--- src/rtl/dwt_multilevel_ctrl_if.sv ---
// RAM and dwt_2 core side bus of the multilevel DWT sequencer.
// The master side is the sequencer; the slave side is the RAM plus streaming core.
interface dwt_multilevel_ctrl_if #(
  parameter int WIDTH = 16,
  parameter int AW    = 9
);
  logic             rd_en;
  logic [AW-1:0]    rd_addr;
  logic [WIDTH-1:0] rd_data;
  logic             wr_en;
  logic [AW-1:0]    wr_addr;
  logic [WIDTH-1:0] wr_data;
  logic             core_rst;
  logic             core_valid_i;
  logic [WIDTH-1:0] core_din;
  logic             core_valid_o;
  logic [WIDTH-1:0] core_dout;

  modport master (
    output rd_en, rd_addr, wr_en, wr_addr, wr_data,
    output core_rst, core_valid_i, core_din,
    input  rd_data, core_valid_o, core_dout
  );

  modport slave (
    input  rd_en, rd_addr, wr_en, wr_addr, wr_data,
    input  core_rst, core_valid_i, core_din,
    output rd_data, core_valid_o, core_dout
  );
endinterface

--- src/rtl/dwt_multilevel_ctrl.sv ---
// Multilevel in-place DWT sequencer: streams RAM[0..len-1] through the dwt_2 core and
// writes results back in place, halving len for each further decomposition level.
module dwt_multilevel_ctrl #(
  parameter int WIDTH      = 16,
  parameter int NUMEL      = 512,
  parameter int AW         = 9,
  parameter int MAX_LEVELS = 4,
  parameter int TIMEOUT    = 1023
) (
  input  logic                 clk,
  input  logic                 rst,
  input  logic                 start,
  input  logic [2:0]           levels,
  output logic                 busy,
  output logic                 done,
  output logic                 error,
  output logic [2:0]           level_o,
  dwt_multilevel_ctrl_if.master bus
);

  localparam int            CW   = AW + 1;
  localparam int            TW   = $clog2(TIMEOUT + 1);
  localparam logic [CW-1:0] LEN0 = CW'(NUMEL);
  localparam logic [2:0]    MAXL = 3'(MAX_LEVELS);
  localparam logic [TW-1:0] TMAX = TW'(TIMEOUT);

  typedef enum logic [2:0] {
    S_IDLE,
    S_CLR,
    S_FEED,
    S_DRAIN,
    S_FIN
  } state_t;

  state_t state, state_nxt;

  logic [2:0]       lvl_req;
  logic [2:0]       lvl_clamped;
  logic [CW-1:0]    len;
  logic [CW-1:0]    rd_cnt;
  logic [CW-1:0]    wr_cnt;
  logic [TW-1:0]    timer;
  logic             clr_cnt;
  logic             rd_ret;
  logic             core_valid_q;
  logic [WIDTH-1:0] core_din_q;
  logic             wr_en_q;
  logic [AW-1:0]    wr_addr_q;
  logic [WIDTH-1:0] wr_data_q;
  logic             rd_en;
  logic             start_acc;
  logic             next_lvl;
  logic             timeout_hit;
  logic             wr_acc;
  logic             excess;

  always_comb begin
    if (levels == 3'd0)
      lvl_clamped = 3'd1;
    else if (levels > MAXL)
      lvl_clamped = MAXL;
    else
      lvl_clamped = levels;
  end

  always_comb begin
    state_nxt   = state;
    start_acc   = 1'b0;
    next_lvl    = 1'b0;
    timeout_hit = 1'b0;
    case (state)
      S_IDLE: begin
        if (start) begin
          start_acc = 1'b1;
          state_nxt = S_CLR;
        end
      end
      S_CLR: begin
        if (clr_cnt)
          state_nxt = S_FEED;
      end
      S_FEED: begin
        if (rd_cnt == len - CW'(1))
          state_nxt = S_DRAIN;
      end
      S_DRAIN: begin
        // Completion wins over a timeout landing on the same cycle.
        if (wr_cnt == len) begin
          if (level_o + 3'd1 < lvl_req) begin
            next_lvl  = 1'b1;
            state_nxt = S_CLR;
          end else begin
            state_nxt = S_FIN;
          end
        end else if (timer == TMAX) begin
          timeout_hit = 1'b1;
          state_nxt   = S_FIN;
        end
      end
      S_FIN:   state_nxt = S_IDLE;
      default: state_nxt = S_IDLE;
    endcase
  end

  assign busy     = (state != S_IDLE);
  assign done     = (state == S_FIN);
  assign rd_en    = (state == S_FEED);
  assign wr_acc   = bus.core_valid_o && ((state == S_FEED) || (state == S_DRAIN)) && (wr_cnt < len);
  assign excess   = bus.core_valid_o && !wr_acc;

  assign bus.rd_en        = rd_en;
  assign bus.rd_addr      = rd_cnt[AW-1:0];
  assign bus.wr_en        = wr_en_q;
  assign bus.wr_addr      = wr_addr_q;
  assign bus.wr_data      = wr_data_q;
  assign bus.core_rst     = (state == S_IDLE) || (state == S_CLR);
  assign bus.core_valid_i = core_valid_q;
  assign bus.core_din     = core_din_q;

  always_ff @(posedge clk or posedge rst) begin
    if (rst)
      state <= S_IDLE;
    else
      state <= state_nxt;
  end

  // rd_ret marks the cycle RAM data returns; the core sees it one register later.
  always_ff @(posedge clk or posedge rst) begin
    if (rst) begin
      lvl_req      <= 3'd1;
      level_o      <= 3'd0;
      len          <= '0;
      rd_cnt       <= '0;
      wr_cnt       <= '0;
      timer        <= '0;
      clr_cnt      <= 1'b0;
      error        <= 1'b0;
      rd_ret       <= 1'b0;
      core_valid_q <= 1'b0;
      core_din_q   <= '0;
      wr_en_q      <= 1'b0;
      wr_addr_q    <= '0;
      wr_data_q    <= '0;
    end else begin
      rd_ret       <= rd_en;
      core_valid_q <= rd_ret;
      if (rd_ret)
        core_din_q <= bus.rd_data;

      wr_en_q <= wr_acc;
      if (wr_acc) begin
        wr_addr_q <= wr_cnt[AW-1:0];
        wr_data_q <= bus.core_dout;
      end

      if (start_acc) begin
        lvl_req <= lvl_clamped;
        len     <= LEN0;
        level_o <= 3'd0;
      end else if (next_lvl) begin
        level_o <= level_o + 3'd1;
        len     <= len >> 1;
      end

      if (start_acc)
        error <= excess;
      else if (excess || timeout_hit)
        error <= 1'b1;

      if (state == S_CLR) begin
        rd_cnt  <= '0;
        wr_cnt  <= '0;
        timer   <= '0;
        clr_cnt <= ~clr_cnt;
      end else begin
        if (rd_en)
          rd_cnt <= rd_cnt + CW'(1);
        if (wr_acc)
          wr_cnt <= wr_cnt + CW'(1);
        if (state == S_DRAIN)
          timer <= timer + TW'(1);
      end
    end
  end

endmodule

--- src/flat_wrapper.sv ---
// flat-port wrapper written by rule: the top's interface ports become plain ports
module dwt_multilevel_ctrl_flat 
#(
  parameter int WIDTH      = 16,
  parameter int NUMEL      = 512,
  parameter int AW         = 9,
  parameter int MAX_LEVELS = 4,
  parameter int TIMEOUT    = 1023
)
  (clk, rst, start, levels, busy, done, error, level_o, bus_rd_en, bus_rd_addr, bus_wr_en, bus_wr_addr, bus_wr_data, bus_core_rst, bus_core_valid_i, bus_core_din, bus_rd_data, bus_core_valid_o, bus_core_dout);
  dwt_multilevel_ctrl_if #(.WIDTH(WIDTH), .AW(AW)) bus_i ();
  input  logic clk;
  input  logic rst;
  input  logic start;
  input  logic [2:0] levels;
  output logic busy;
  output logic done;
  output logic error;
  output logic [2:0] level_o;
  output wire logic [$bits(bus_i.rd_en)-1:0] bus_rd_en;
  output wire logic [$bits(bus_i.rd_addr)-1:0] bus_rd_addr;
  output wire logic [$bits(bus_i.wr_en)-1:0] bus_wr_en;
  output wire logic [$bits(bus_i.wr_addr)-1:0] bus_wr_addr;
  output wire logic [$bits(bus_i.wr_data)-1:0] bus_wr_data;
  output wire logic [$bits(bus_i.core_rst)-1:0] bus_core_rst;
  output wire logic [$bits(bus_i.core_valid_i)-1:0] bus_core_valid_i;
  output wire logic [$bits(bus_i.core_din)-1:0] bus_core_din;
  input wire logic [$bits(bus_i.rd_data)-1:0] bus_rd_data;
  input wire logic [$bits(bus_i.core_valid_o)-1:0] bus_core_valid_o;
  input wire logic [$bits(bus_i.core_dout)-1:0] bus_core_dout;
  assign bus_rd_en = bus_i.rd_en;
  assign bus_rd_addr = bus_i.rd_addr;
  assign bus_wr_en = bus_i.wr_en;
  assign bus_wr_addr = bus_i.wr_addr;
  assign bus_wr_data = bus_i.wr_data;
  assign bus_core_rst = bus_i.core_rst;
  assign bus_core_valid_i = bus_i.core_valid_i;
  assign bus_core_din = bus_i.core_din;
  assign bus_i.rd_data = bus_rd_data;
  assign bus_i.core_valid_o = bus_core_valid_o;
  assign bus_i.core_dout = bus_core_dout;
  dwt_multilevel_ctrl #(.WIDTH(WIDTH), .NUMEL(NUMEL), .AW(AW), .MAX_LEVELS(MAX_LEVELS), .TIMEOUT(TIMEOUT)) u_core (.clk(clk), .rst(rst), .start(start), .levels(levels), .busy(busy), .done(done), .error(error), .level_o(level_o), .bus(bus_i));
endmodule
--- config.mk ---
export PLATFORM = sky130hd
export DESIGN_NAME = dwt_multilevel_ctrl_flat
export DESIGN_NICKNAME = d
export VERILOG_FILES = /design/src/rtl/dwt_multilevel_ctrl_if.sv /design/src/rtl/dwt_multilevel_ctrl.sv /design/src/flat_wrapper.sv
export SDC_FILE = /design/constraint.sdc
export NUM_CORES = 1
export LEC_CHECK = 0
export CORE_ASPECT_RATIO = 0.6
export CORE_MARGIN = 2
export CORE_UTILIZATION = 30
export DETAILED_ROUTE_END_ITERATION = 10
export PLACE_DENSITY = 0.59
export SKIP_CTS_REPAIR_TIMING = 1
export SYNTH_ARGS = -nofsm -noshare
export SYNTH_HDL_FRONTEND = slang
export SYNTH_SLANG_ARGS = --single-unit
--- constraint.sdc ---
create_clock -name clk -period 4 [get_ports clk]
set_input_delay 1.2 -clock clk [delete_from_list [all_inputs] [get_ports clk]]
set_output_delay 1.2 -clock clk [all_outputs]
set_load 0.1 [all_outputs]
Yosys cells after proc, flatten, opt, wreduce, memory -nomap -nowiden

Index checks and enable logic that the tools add are counted.

Add/subtract/negate cells: 5
Equal/unequal tests: 11
Bitwise logic cells: 1
$lt $le $gt $ge: 3
Muxes and demuxes: 29
Reductions and logical operators: 16

Operators with widths:

| cell                                                                    | count |
|---|---|
| 10-bit two-way mux                                                      | 8 |
| 10-bit by 1-bit adder with 10-bit output, second input constant         | 3 |
| 3-bit two-way mux                                                       | 10 |
| 10-bit equality test                                                    | 2 |
| 3-bit one-hot mux with 4 select lines                                   | 1 |
| 10-bit equality test, second input constant                             | 1 |
| 10-bit < comparator                                                     | 1 |
| 1-bit two-way mux                                                       | 10 |
| 2-bit nonzero test                                                      | 5 |
| 10-bit by 1-bit subtractor with 10-bit output, second input constant    | 1 |
| 3-bit by 2-bit equality test with 1-bit output, second input constant   | 2 |
| 3-bit logical NOT                                                       | 2 |
| 2-bit inequality test, second input constant                            | 2 |
| 4-bit AND reduction                                                     | 1 |
| 3-bit by 1-bit adder with 3-bit output, second input constant           | 1 |
| 3-bit by 1-bit equality test with 1-bit output, second input constant   | 1 |
| 3-bit equality test, second input constant                              | 1 |
| 3-bit greater-than comparator, second input constant                    | 1 |
| 1-bit logical AND                                                       | 3 |
| 1-bit logical OR                                                        | 3 |
| 3-bit < comparator                                                      | 1 |
| 3-bit by 1-bit inequality test with 1-bit output, second input constant | 1 |
| 3-bit nonzero test                                                      | 1 |
| 2-bit by 1-bit inequality test with 1-bit output, second input constant | 1 |
| other kinds (2)                                                         | 2 |

Bits in registers: 95
Input bits: 39
Output and inout port bits: 60
Logic and storage cells: 80

Logic depth before layout (Yosys ltp)

Gate-level depths: netlist of run 1.

Depth in word-level cells: 9
Depth in mapped cells: 11
Mapped depth without buffers: 9

Least setup slack after synthesis of run 1

Ideal clock, no wire load.

Path kind: reg2out
From: register u_core.state[2]
To: output port busy
Path slack: -0.179 ns
Data arrival time: 2.979 ns
Cell stages (with the launch flop): 4
Path buffers: 1
Required time: 2.800 ns
Cell sequence: dfrtp_1 clkbuf_1 nor2_1 nand2_1

Word-level cells in the longest chain between the ends: 1

Ends and longest elaborated chain:

| element                | RTL line                   | text |
|---|---|---|
| from (decl)            | dwt_multilevel_ctrl.sv:35  | `state_t state, state_nxt;` |
| from (signal assigned) | dwt_multilevel_ctrl.sv:124 | `state <= state_nxt;` |
| 3-bit nonzero test     | dwt_multilevel_ctrl.sv:105 | `assign busy = (state != S_IDLE);` |
| to (decl)              | flat_wrapper.sv:16         | `output logic busy;` |

Every way passes these cells.

Worst setup path in the final report of run 1

From: register u_core.wr_data_q[2] (netlist: u_core.bus.wr_data[2])
To: output port bus_wr_data[2]

RTL lines:

| element                | RTL line                   | text |
|---|---|---|
| from (decl)            | dwt_multilevel_ctrl.sv:49  | `logic [WIDTH-1:0] wr_data_q;` |
| from (signal assigned) | dwt_multilevel_ctrl.sv:153 | `wr_data_q <= bus.core_dout;` |
| to (decl)              | flat_wrapper.sv:24         | `output wire logic [$bits(bus_i.wr_data)-1:0] bus_wr_data;` |

No word-level cell between the ends.

==> impl_summary.md, run 1 <==
Outcome
The flow ran to the end, and the final reports show no timing, DRC or antenna violations.

Clocking
The root buffer cell chosen for the clock tree is clkbuf_16. The insertion delay to the later sink of the worst-skew pair is 0.35 ns. The clock passes through at most 2 buffers.

TritonCTS built the clock tree. The clock-pin transition on the worst setup and hold timing paths is 0.07 ns. The CTS H-tree depth is 3. The CTS buffer count is 9. The clock sink total is 95.

Yosys
The mean cell area of the mapped netlist is 10.9 um^2. After synthesis, the largest family of logic cells by area is simple AND/OR/NAND/NOR gates. After Yosys synthesis, full adders, half adders and majority gates account for 4.53% of the synthesized area. The cell area after synthesis is 4690 um^2. After Yosys synthesis, XOR and XNOR cells account for 5.22% of the synthesized area. Synthesis produced a netlist whose cell count is 431. Of the post-synthesis cell area, the part taken by muxes is 10.0%.

The number of enable flip-flop cells after synthesis is 0. The async set-reset flop share out of synthesis is 100%. For this run, the register share of the synthesized area comes to 50.7%. Summing the areas of all compound-gate instances in the mapped netlist gives 10.2% of the synthesized area.

The number of different library cells used by synthesis comes to 54. The warning count from the yosys run is 0. The top-area cell type share of the netlist area is 50.1%. The largest total area in the synthesized netlist belongs to dfrtp_1.

The post-synthesis net count is 487. Yosys attributes the largest share of cell area to dfrtp_1 50%, mux2_2 9.6%, ha_1 4.5%. The commonest register cell after synthesis is dfrtp_1. The post-synthesis simple-gate area fraction is 13.9%. The synthesized flop and latch total is 95.

Timing
The minimum clock period after layout is 3.05 ns. Static timing analysis puts the maximum clock frequency at 328 MHz. The clock arrives with 0.00874 ns of skew. For the pin with the worst max-slew slack, the measured transition is 1.11 ns. The final-layout setup total negative slack is 0 ns. Setup repair after global routing left no endpoint under its margin. The final cycle utilization of the critical path is 76.3%.

The worst pin sits at a relative slew slack of 25.9%. The final hold violation count is 0. The count of pins over their slew limit was 0. Setup violations remaining at the end of the flow were counted as 0.

Placed design
Buffers placed on the I/O ports in this run total 98. Routability-driven placement finished with a final weighted congestion of 0.791. The final HPWL from detailed placement is 8180 um.

Worst setup path
Walking the worst path, the cells encountered are clkdlybuf4s50_1. The worst setup path is captured at an output pin. The buffer and inverter count on the worst path is 1.

For this run, the slowest stage of the critical path takes 1.14 ns. STA puts the critical path data required time at 2.80 ns. The kind of cell with the highest combined delay along the critical path is buffers and inverters. The largest driver fanout on the critical path is 2.

The worst setup path is launched from a flop. At the worst endpoint, the arrival time is 1.85 ns. The largest individual stage delay along the critical path comes from the cell clkdlybuf4s50_1. The kind of critical path is flop to output pin.

Detailed routing
The post-route antenna net violation count is 0. The detail-routed via count per cell is 4.81. The first-pass detailed-route iteration total is 4. The wire length per cell is 15.1 um. The routed layout has 3,489 vias. Wires add up to 10,900 um. The first-iteration detailed-routing DRC count is 208.

The detailed-route DRC error count is 0.

Final layout
The number of diodes added for antenna fixing is 0. The count of nets after finishing is 573. Compared with the post-synthesis result, the final layout area differs by 28.9%.

In the final layout, the share of cells above drive strength 1 is 18.6%.

Worst hold path
The tightest min-delay check is of the flop to flop type.

Floorplanning
The area of the core region is 15,300 um^2. The die covers 16,700 um^2. The floorplan has 35 rows. The die extent in x is 165 um. The effective utilization at floorplan is 30.6%. From bottom edge to top edge, the die measures 101 um. The I/O pin count is 99.

Flow run
The tool flagged a number of max-cap violations equal to 0.

Global route
The global-route wire length before repair is 17,700 um. The number of antenna violations at the first check in global routing came to 0. The maximum number of pins on one net before global-route repair is 48. In the global route stage, overall resource usage came out at 13.6%. The via count of the first global-routing pass is 3,387.

For this run the aggregate overflow at the end of global routing stands at 0.
==> cell type report <==
| cell class | instances | area [um^2] |
|---|---|---|
| clock inverters | 5 | 56.3 |
| fillers | 1494 | 9270 |
| repair buffers | 102 | 946 |
| well taps | 203 | 254 |
| flip-flops and latches | 95 | 2380 |
| multi-input cells | 286 | 2080 |
| inverters | 23 | 88.8 |
| clock buffers | 11 | 253 |
==> cells in the final DEF (no fill, tap or decap), types with 6 or more instances in the layout <==
master / count
a21oi_1: 13
xor2_1: 12
inv_1: 21
xnor2_1: 16
or3_1: 6
buf_4: 30
nand4_1: 9
ha_1: 17
nor2_1: 25
a21o_1: 7
dfrtp_1: 94
nand3_1: 23
nand2_1: 25
o21ai_0: 33
clkdlybuf4s50_1: 72
mux2_2: 40
and4_1: 6
clkbuf_16: 9
==> Yosys cell counts, types with 3 or more instances <==
library cell / instances
or3_1: 6
inv_1: 22
xor2_1: 12
nor2b_1: 3
a211oi_1: 3
nand3_1: 23
xnor2_1: 16
nor2_1: 26
nand4_1: 9
nand3b_1: 3
and4_1: 6
mux2_2: 40
a21o_1: 7
o21ai_0: 33
dfrtp_1: 94
o31ai_1: 3
a21oi_1: 13
nor3_1: 5
nand2_1: 25
clkbuf_1: 10
buf_4: 12
and3_1: 3
a311oi_1: 3
ha_1: 17
==> routing by layer <==
metal | GRT usage, % | vias to the layer above | wire length, um
met1 | 20.1 | 1684 | 5650
met3 | 4.28 | 10 | 851
li1 | - | 1690 | -
met5 | 0 | - | 0
met2 | 19.0 | 105 | 4330
met4 | 3.45 | 0 | 97
==> final timing paths <==
path | startpoint | to | slack, ns | depth (start not counted)
worst min-delay path | u_core.lvl_req[0] | u_core.lvl_req[0] | 0.47 | 2
max in group asynchronous | rst | u_core.lvl_req[0] | 1.94 | 3
worst max-delay path | u_core.bus.wr_data[2] | bus_wr_data[2] | 0.95 | 1
min in group asynchronous | rst | u_core.bus.core_din[0] | 1.28 | 2
worst min register to register | u_core.lvl_req[0] | u_core.lvl_req[0] | 0.47 | 2
worst max register to register | u_core.len[3] | u_core.bus.wr_addr[1] | 0.99 | 8
==> worst register-to-register path, stage by stage (launching register included) <==
cell     delay (ns)
dfrtp_1        0.52
inv_1          0.14
ha_1           0.31
a21o_1         0.16
a21o_1         0.16
a221o_1        0.40
a21o_1         0.32
inv_2          0.49
mux2_2         0.41
==> registers in the layout, summed over array words and instances (netlist names) <==
signal and count:
u_core.bus.core_valid_i 1, u_core.lvl_req 3, u_core.bus.wr_en 1, u_core.rd_ret 1, u_core.len 10, u_core.clr_cnt 1, u_core.wr_cnt 10, u_core.bus.wr_addr 9
u_core.state 3, u_core.rd_cnt 10, u_core.bus.core_din 16, u_core.error 1, u_core.level_o 3, u_core.timer 10, u_core.bus.wr_data 16
==> kinds of logic after synthesis <==
kind of cell	Yosys count
DFF	95
muxes	42
and+or+nand+nor	122
adders and majority gates	17
xor gates and xnor gates	28
AOI/OAI and AO/OA	77
buffers and inverters	50
==> metrics by stage <==
stage | hold WS, ns | cell area, um^2 | util [%] | instances | setup slack (ns)
floorplan | 0.352 | 4700 | - | 431 | 0.00129
global placement | 0.459 | 5740 | 37.5 | 709 | 0.808
detailed placement | 0.464 | 5740 | 37.5 | 709 | 0.699
CTS | 0.474 | 6050 | 39.5 | 725 | 0.930
global route | 0.507 | 6050 | 39.5 | 725 | 0.773
finish | 0.472 | 6050 | 39.5 | 725 | 0.947
Power of run 1 is left out: the tool's default activity adds up to more than one toggle a clock period on the data nets, which glitch-free logic cannot reach.
==> run 2: changes to the inputs <==
- clock period: 4 -> 2.95 ns (I/O delays scaled with it)
==> run 2 against run 1 <==
First-iteration DRC count is 12% higher; via count is 1.4% higher; non-clock buffer count is 7 higher; clock skew is 0.0012 ns higher; global-route usage is 0.40 points higher; critical path type is now flop to flop.
==> impl_summary.md, run 2 (same netlist as run 1, synthesis figures left out) <==
Outcome
The run finished with clean final reports.

Detailed routing
The first-iteration detailed-routing DRC count is 232. The first detailed-routing pass ran for 4 iterations. The post-route antenna net violation count is 0. The via count is 3,537. Using the TritonRoute via totals, the vias-per-cell ratio works out to 4.83.

After detailed routing, the total wire length is 11,100 um. The detailed-route DRC error count is 0. In the final routed layout, each cell accounts on average for 15.2 um.

Worst setup path
The worst register-to-register path has a depth of 9. Along the worst path, the maximum fanout reaches 27. In this run the critical register-to-register path is launched from u_core.len[3]. The arrival time reported for the critical path endpoint is 3.00 ns. The reg-to-reg setup timing slack is 0.17 ns. The cell seen most often among critical-path stages is a21o_1.

STA classifies the critical path endpoint as a flop. The delay of the slowest critical-path stage is 0.52 ns. The required time at the endpoint of the critical path is 3.17 ns.

In this run the critical register-to-register path is captured at u_core.bus.wr_data[9]. The largest individual stage delay along the critical path comes from the cell dfrtp_1. The kind of start point of the critical path is a flop. The signal on the critical path passes through inv_1 -> ha_1 -> a21o_1 -> a21o_1 -> a221o_1 -> a21o_1 -> inv_2 -> buf_12 -> mux2_2. The critical path in this run is classified as flop to flop.

Timing
The minimum clock period after layout is 2.78 ns. At the pin with the least slew margin, the transition time is 0.732 ns. The final cycle utilization of the critical path is 94.3%.

For this run, the top clock speed supported by timing is 360 MHz. The count of pins over their slew limit is 0. The worst slack on hold paths is 0.482 ns. The final hold violation count is 0.

Clock skew on the completed layout was measured at 0.00991 ns. The worst path meets setup with 0.169 ns of slack. The final-layout setup total negative slack is 0 ns. Setup repair after global routing left no endpoint under its margin. Setup violations remaining at the end of the flow were counted as 0. In this run the tightest slew margin relative to its limit is 51.1%.

Global route
The number of antenna violations at the first check in global routing came to 0. The global-route wire length before repair is 18,300 um. The via count of the first global-routing pass was 3,504. Across every metal layer, demand over resource in global routing totals 14.0%. The total congestion overflow after global routing is 0. Entering global routing, the biggest net connects 29 pins.

Final layout
The repair_antennas step left the layout with diodes totalling 0. The relative area change from synthesis to final layout is 29.2%. The share of post-route cells with drive strength above 1 is 25.7%. The post-route cell area is 6070 um^2. The final layout contains 580 nets. Leaving out fill and tap cells, the most frequent cell in the layout is dfrtp_1. In the layout the commonest cells are 94 x dfrtp_1, 66 x buf_4, 40 x mux2_2, 38 x clkdlybuf4s50_1, 33 x o21ai_0.

Floorplanning
The cell row count is 35. Once the floorplan was initialized, standard cells occupied 30.6% of the core. The area of the core region is 15,300 um^2. 99 I/O pins were placed. The overall die area is 16,700 um^2. The die is 101 um tall. The die extent in x is 165 um.

Clocking
The clock sink total is 95. TritonCTS built the clock tree. The insertion delay to the later sink of the worst-skew pair is 0.34 ns.

The maximum buffer depth of the clock tree is 2. The H-tree was split into 3 levels. The CTS buffer count is 9. The buffer type at the clock tree root is clkbuf_16. After clock tree synthesis, the clock-pin slew on the worst setup and hold paths is 0.07 ns.

Placed design
The count of input and output buffers is 98. The wire-length estimate of the detail-placed layout is 8440 um. The placed instances occupy a cell area of 5770 um^2. The final weighted congestion in routability-driven placement is 0.836. Prior to clock tree synthesis, the placed netlist has a worst setup slack of 0.196 ns.

Flow run
The total of max-cap violations is 0.

Worst hold path
Counting instances, the worst hold path has a depth of 2. The worst hold path terminates at u_core.lvl_req[0]. The type of the worst min-delay path is flop to flop. The hold path startpoint is u_core.lvl_req[0].
-- run 2: cell count changes in the layout (fill, tap and decap cells not counted), sizes merged --
cell | previous run | this run
inv | 23 | 22
clkinvlp | 1 | 2
clkdlybuf4s50 | 72 | 38
buf | 30 | 71
clkbuf | 11 | 13
clkinv | 3 | 1
-- run 2: worst max path at each step --
stage | startpoint | to | depth (start not counted)
2_1_floorplan | u_core.state[2] | busy | 3
3_3_place_gp | u_core.len[3] | u_core.bus.wr_addr[3] | 9
3_5_place_dp | u_core.len[3] | u_core.bus.wr_data[6] | 9
4_1_cts | u_core.len[3] | u_core.bus.wr_data[9] | 9
5_1_grt | u_core.len[3] | u_core.bus.wr_data[9] | 9
6_report | u_core.len[3] | u_core.bus.wr_data[9] | 9
-- run 2: area by class of cell --
type / instances / area, um^2
fillers: 1488 / 9260
flip-flops and latches: 95 / 2380
multi-input cells: 286 / 2080
repair buffers: 109 / 976
well taps: 203 / 254
clock buffers: 13 / 250
inverters: 23 / 90.1
clock inverters: 3 / 42.5
-- run 2: layer usage --
| layer | routed length (um) | track usage (%) |
|---|---|---|
| met2 | 4440 | 20.0 |
| met3 | 913 | 4.32 |
| met1 | 5700 | 20.7 |
| met4 | 89 | 2.79 |
| met5 | 0 | 0 |
-- run 2: worst max-delay path: cells and delay by family, from the launching register on --
| kind | cells | cell delay, ns |
|---|---|---|
| compound gates | 4 | 1.04 |
| fa+ha+maj | 1 | 0.30 |
| buf+inv | 3 | 0.43 |
| flops | 1 | 0.52 |
| mux | 1 | 0.36 |
-- run 2: metrics by stage --
stage                     utilization (%)  std cells
after floorplan                         -        431
after global placement               37.7        716
after detailed placement             37.7        716
after CTS                            39.6        732
after global routing                 39.6        732
final                                39.6        732
Power of run 2 is left out for the same reason.
==> run 3: changes to the inputs <==
- CELL_PAD_IN_SITES_DETAIL_PLACEMENT: not set -> 0
- CELL_PAD_IN_SITES_GLOBAL_PLACEMENT: not set -> 1
- PLACE_DENSITY: 0.59 -> 0.7
==> run 3 against run 2 <==
Clock skew decreased by 0.0034 ns; register-to-register slack improved by 0.18 ns; sequential share of layout area about the same; critical path type unchanged.
==> impl_summary.md, run 3 (same netlist as run 1, synthesis figures left out) <==
Worst setup path
The cell with the biggest individual delay on the critical path is dfrtp_1. The kind of critical path is flop to flop. Along the worst path, the maximum fanout reaches 27. Counting stages on the worst path, the most repeated cell is a21o_1. STA classifies the critical path startpoint as a flop. The cell family contributing the most delay on the critical path is compound AO/OA/AOI/OAI gates. On the worst path, the slowest cell contributes a delay of 0.45 ns. Walking the worst path, the cells encountered are ha_1 -> a21o_1 -> a21o_1 -> a221o_1 -> a21o_1 -> inv_2 -> buf_12 -> mux2_2. The required time at the endpoint of the critical path is 3.18 ns. STA classifies the critical path endpoint as a flop. The arrival time reported for the critical path endpoint is 2.83 ns. The number of buffers and inverters on the critical path is 2.

Detailed routing
The post-route antenna net violation count is 0. In the routed design, unresolved DRC markers number 0. Dividing the detail-routed via count by the number of cells gives 4.86.

For this run, the detailed router's first-pass iteration total came to 4. The total routed wirelength is 11,100 um. The first-iteration detailed-routing DRC count is 147.

The via count is 3,568. The wire length per cell is 15.1 um.

Outcome
The run finished with clean final reports.

Clocking
The CTS tree is yes. Counting along the longest clock path gives a buffer depth of 2. The root buffer cell chosen for the clock tree is clkbuf_16. In this run, CTS created clock tree buffers numbering 9. The clock net in this run drives a total of 95 sinks.

The clock-pin transition on the worst setup and hold timing paths is 0.07 ns. For the worst-skew pair, the clock arrives at the later sink with an insertion delay of 0.35 ns. The H-tree was split into 3 levels.

Floorplanning
The die covers 16,700 um^2. The cell row count is 35. The die is 165 um wide.

The overall die height is 101 um. The area of the core region is 15,300 um^2. 99 I/O pins were placed. The effective utilization at floorplan is 30.6%.

Final layout
The number of inserted filler cells in the final layout is 1,478. The count of nets after finishing is 582. Leaving out fill and tap cells, the most frequent cell in the layout is dfrtp_1. In the layout the commonest cells are 94 x dfrtp_1, 70 x buf_4, 40 x mux2_2, 38 x clkdlybuf4s50_1, 33 x o21ai_0.

The share of post-route cells with drive strength above 1 is 26.6%. 0 antenna diodes ended up in the layout. The relative area change from synthesis to final layout is 29.3%.

Global route
The total track usage is 13.7%. The total congestion overflow after global routing is 0. The number of antenna violations at the first check in global routing is 0. The first global-routing pass estimated 17,800 um of wire. met1 is the most crowded layer.

The via count of the first global-routing pass is 3,514. The met1 routing resource usage after global routing is 20.3%. The met3 demand-to-capacity share in global routing is 3.78%. Global routing used 19.7% of the available met2 tracks. Entering global routing, the biggest net connects 74 pins.

Placed design
At the end of routability-driven placement, the weighted congestion stood at 0.760. The count of buffers added on input and output ports is 98. Summed over all nets, the half-perimeter wirelength after detailed placement is 8210 um. Timing analysis after detailed placement gives a worst setup slack of 0.200 ns.

Timing
The final number of setup-violating endpoints is 0. The final hold violation count is 0. The count of pins over their slew limit is 0.

The actual slew at the worst max-slew pin is 0.681 ns. The worst path in the final design needs a cycle of 2.60 ns, including I/O delays and setup. The relative slew slack is 54.6%. For the final database, setup skew stands at 0.00653 ns. The worst path meets setup with 0.352 ns of slack. For this run, the top clock speed supported by timing is 385 MHz. Dividing the final minimum period by the clock period gives 88.1%. Setup repair after global routing left no endpoint under its margin.

Flow run
The total of max-cap violations is 0.

Worst hold path
The type of the worst min-delay path is flop to flop.
## run 3: final cells by class
type                       instances  area, um^2  share of cell area (%)
clock buffer                       9         225                    3.71
clock inverter                     7        80.1                    1.32
inverter                          23        90.1                    1.48
multi-input combinational        286        2080                    34.2
sequential                        95        2380                    39.2
tap                              203         254                    4.18
timing repair buffer             111         966                    15.9
## run 3: worst paths after layout
kind / to / start / cells past startpoint / slack, ns
worst min register to register: u_core.lvl_req[0] / u_core.lvl_req[0] / 2 / 0.47
min in group asynchronous: u_core.bus.core_din[10] / rst / 3 / 0.98
max in group asynchronous: u_core.lvl_req[0] / rst / 3 / 1.59
worst min-delay path: u_core.lvl_req[0] / u_core.lvl_req[0] / 2 / 0.47
worst max register to register: u_core.bus.wr_addr[6] / u_core.wr_cnt[3] / 8 / 0.35
worst max-delay path: u_core.bus.wr_addr[6] / u_core.wr_cnt[3] / 8 / 0.35
## run 3: metal layers
metal	up-vias	wire (um)	share of wire, %
met4	0	91	0.82
li1	1700	-	-
met2	101	4570	41
met3	11	744	6.7
met5	-	0	0
met1	1756	5650	51
## run 3: worst register-to-register path: stages (launching register included)
cell	delay, ns
dfrtp_1	0.45
ha_1	0.33
a21o_1	0.15
a21o_1	0.17
a221o_1	0.40
a21o_1	0.31
inv_2	0.11
buf_12	0.19
mux2_2	0.37
## run 3: per-stage QoR
step / setup TNS, ns / cells / cell area [um^2] / hold WS [ns] / utilization, %
2_1_floorplan: -0.213 / 431 / 4710 / 0.352 / -
3_5_place_dp: 0 / 718 / 5760 / 0.464 / 37.6
4_1_cts: 0 / 734 / 6070 / 0.474 / 39.6
3_3_place_gp: 0 / 718 / 5760 / 0.459 / 37.6
5_1_grt: 0 / 734 / 6070 / 0.514 / 39.6
6_report: 0 / 734 / 6070 / 0.473 / 39.6
Power of run 3 is left out for the same reason.
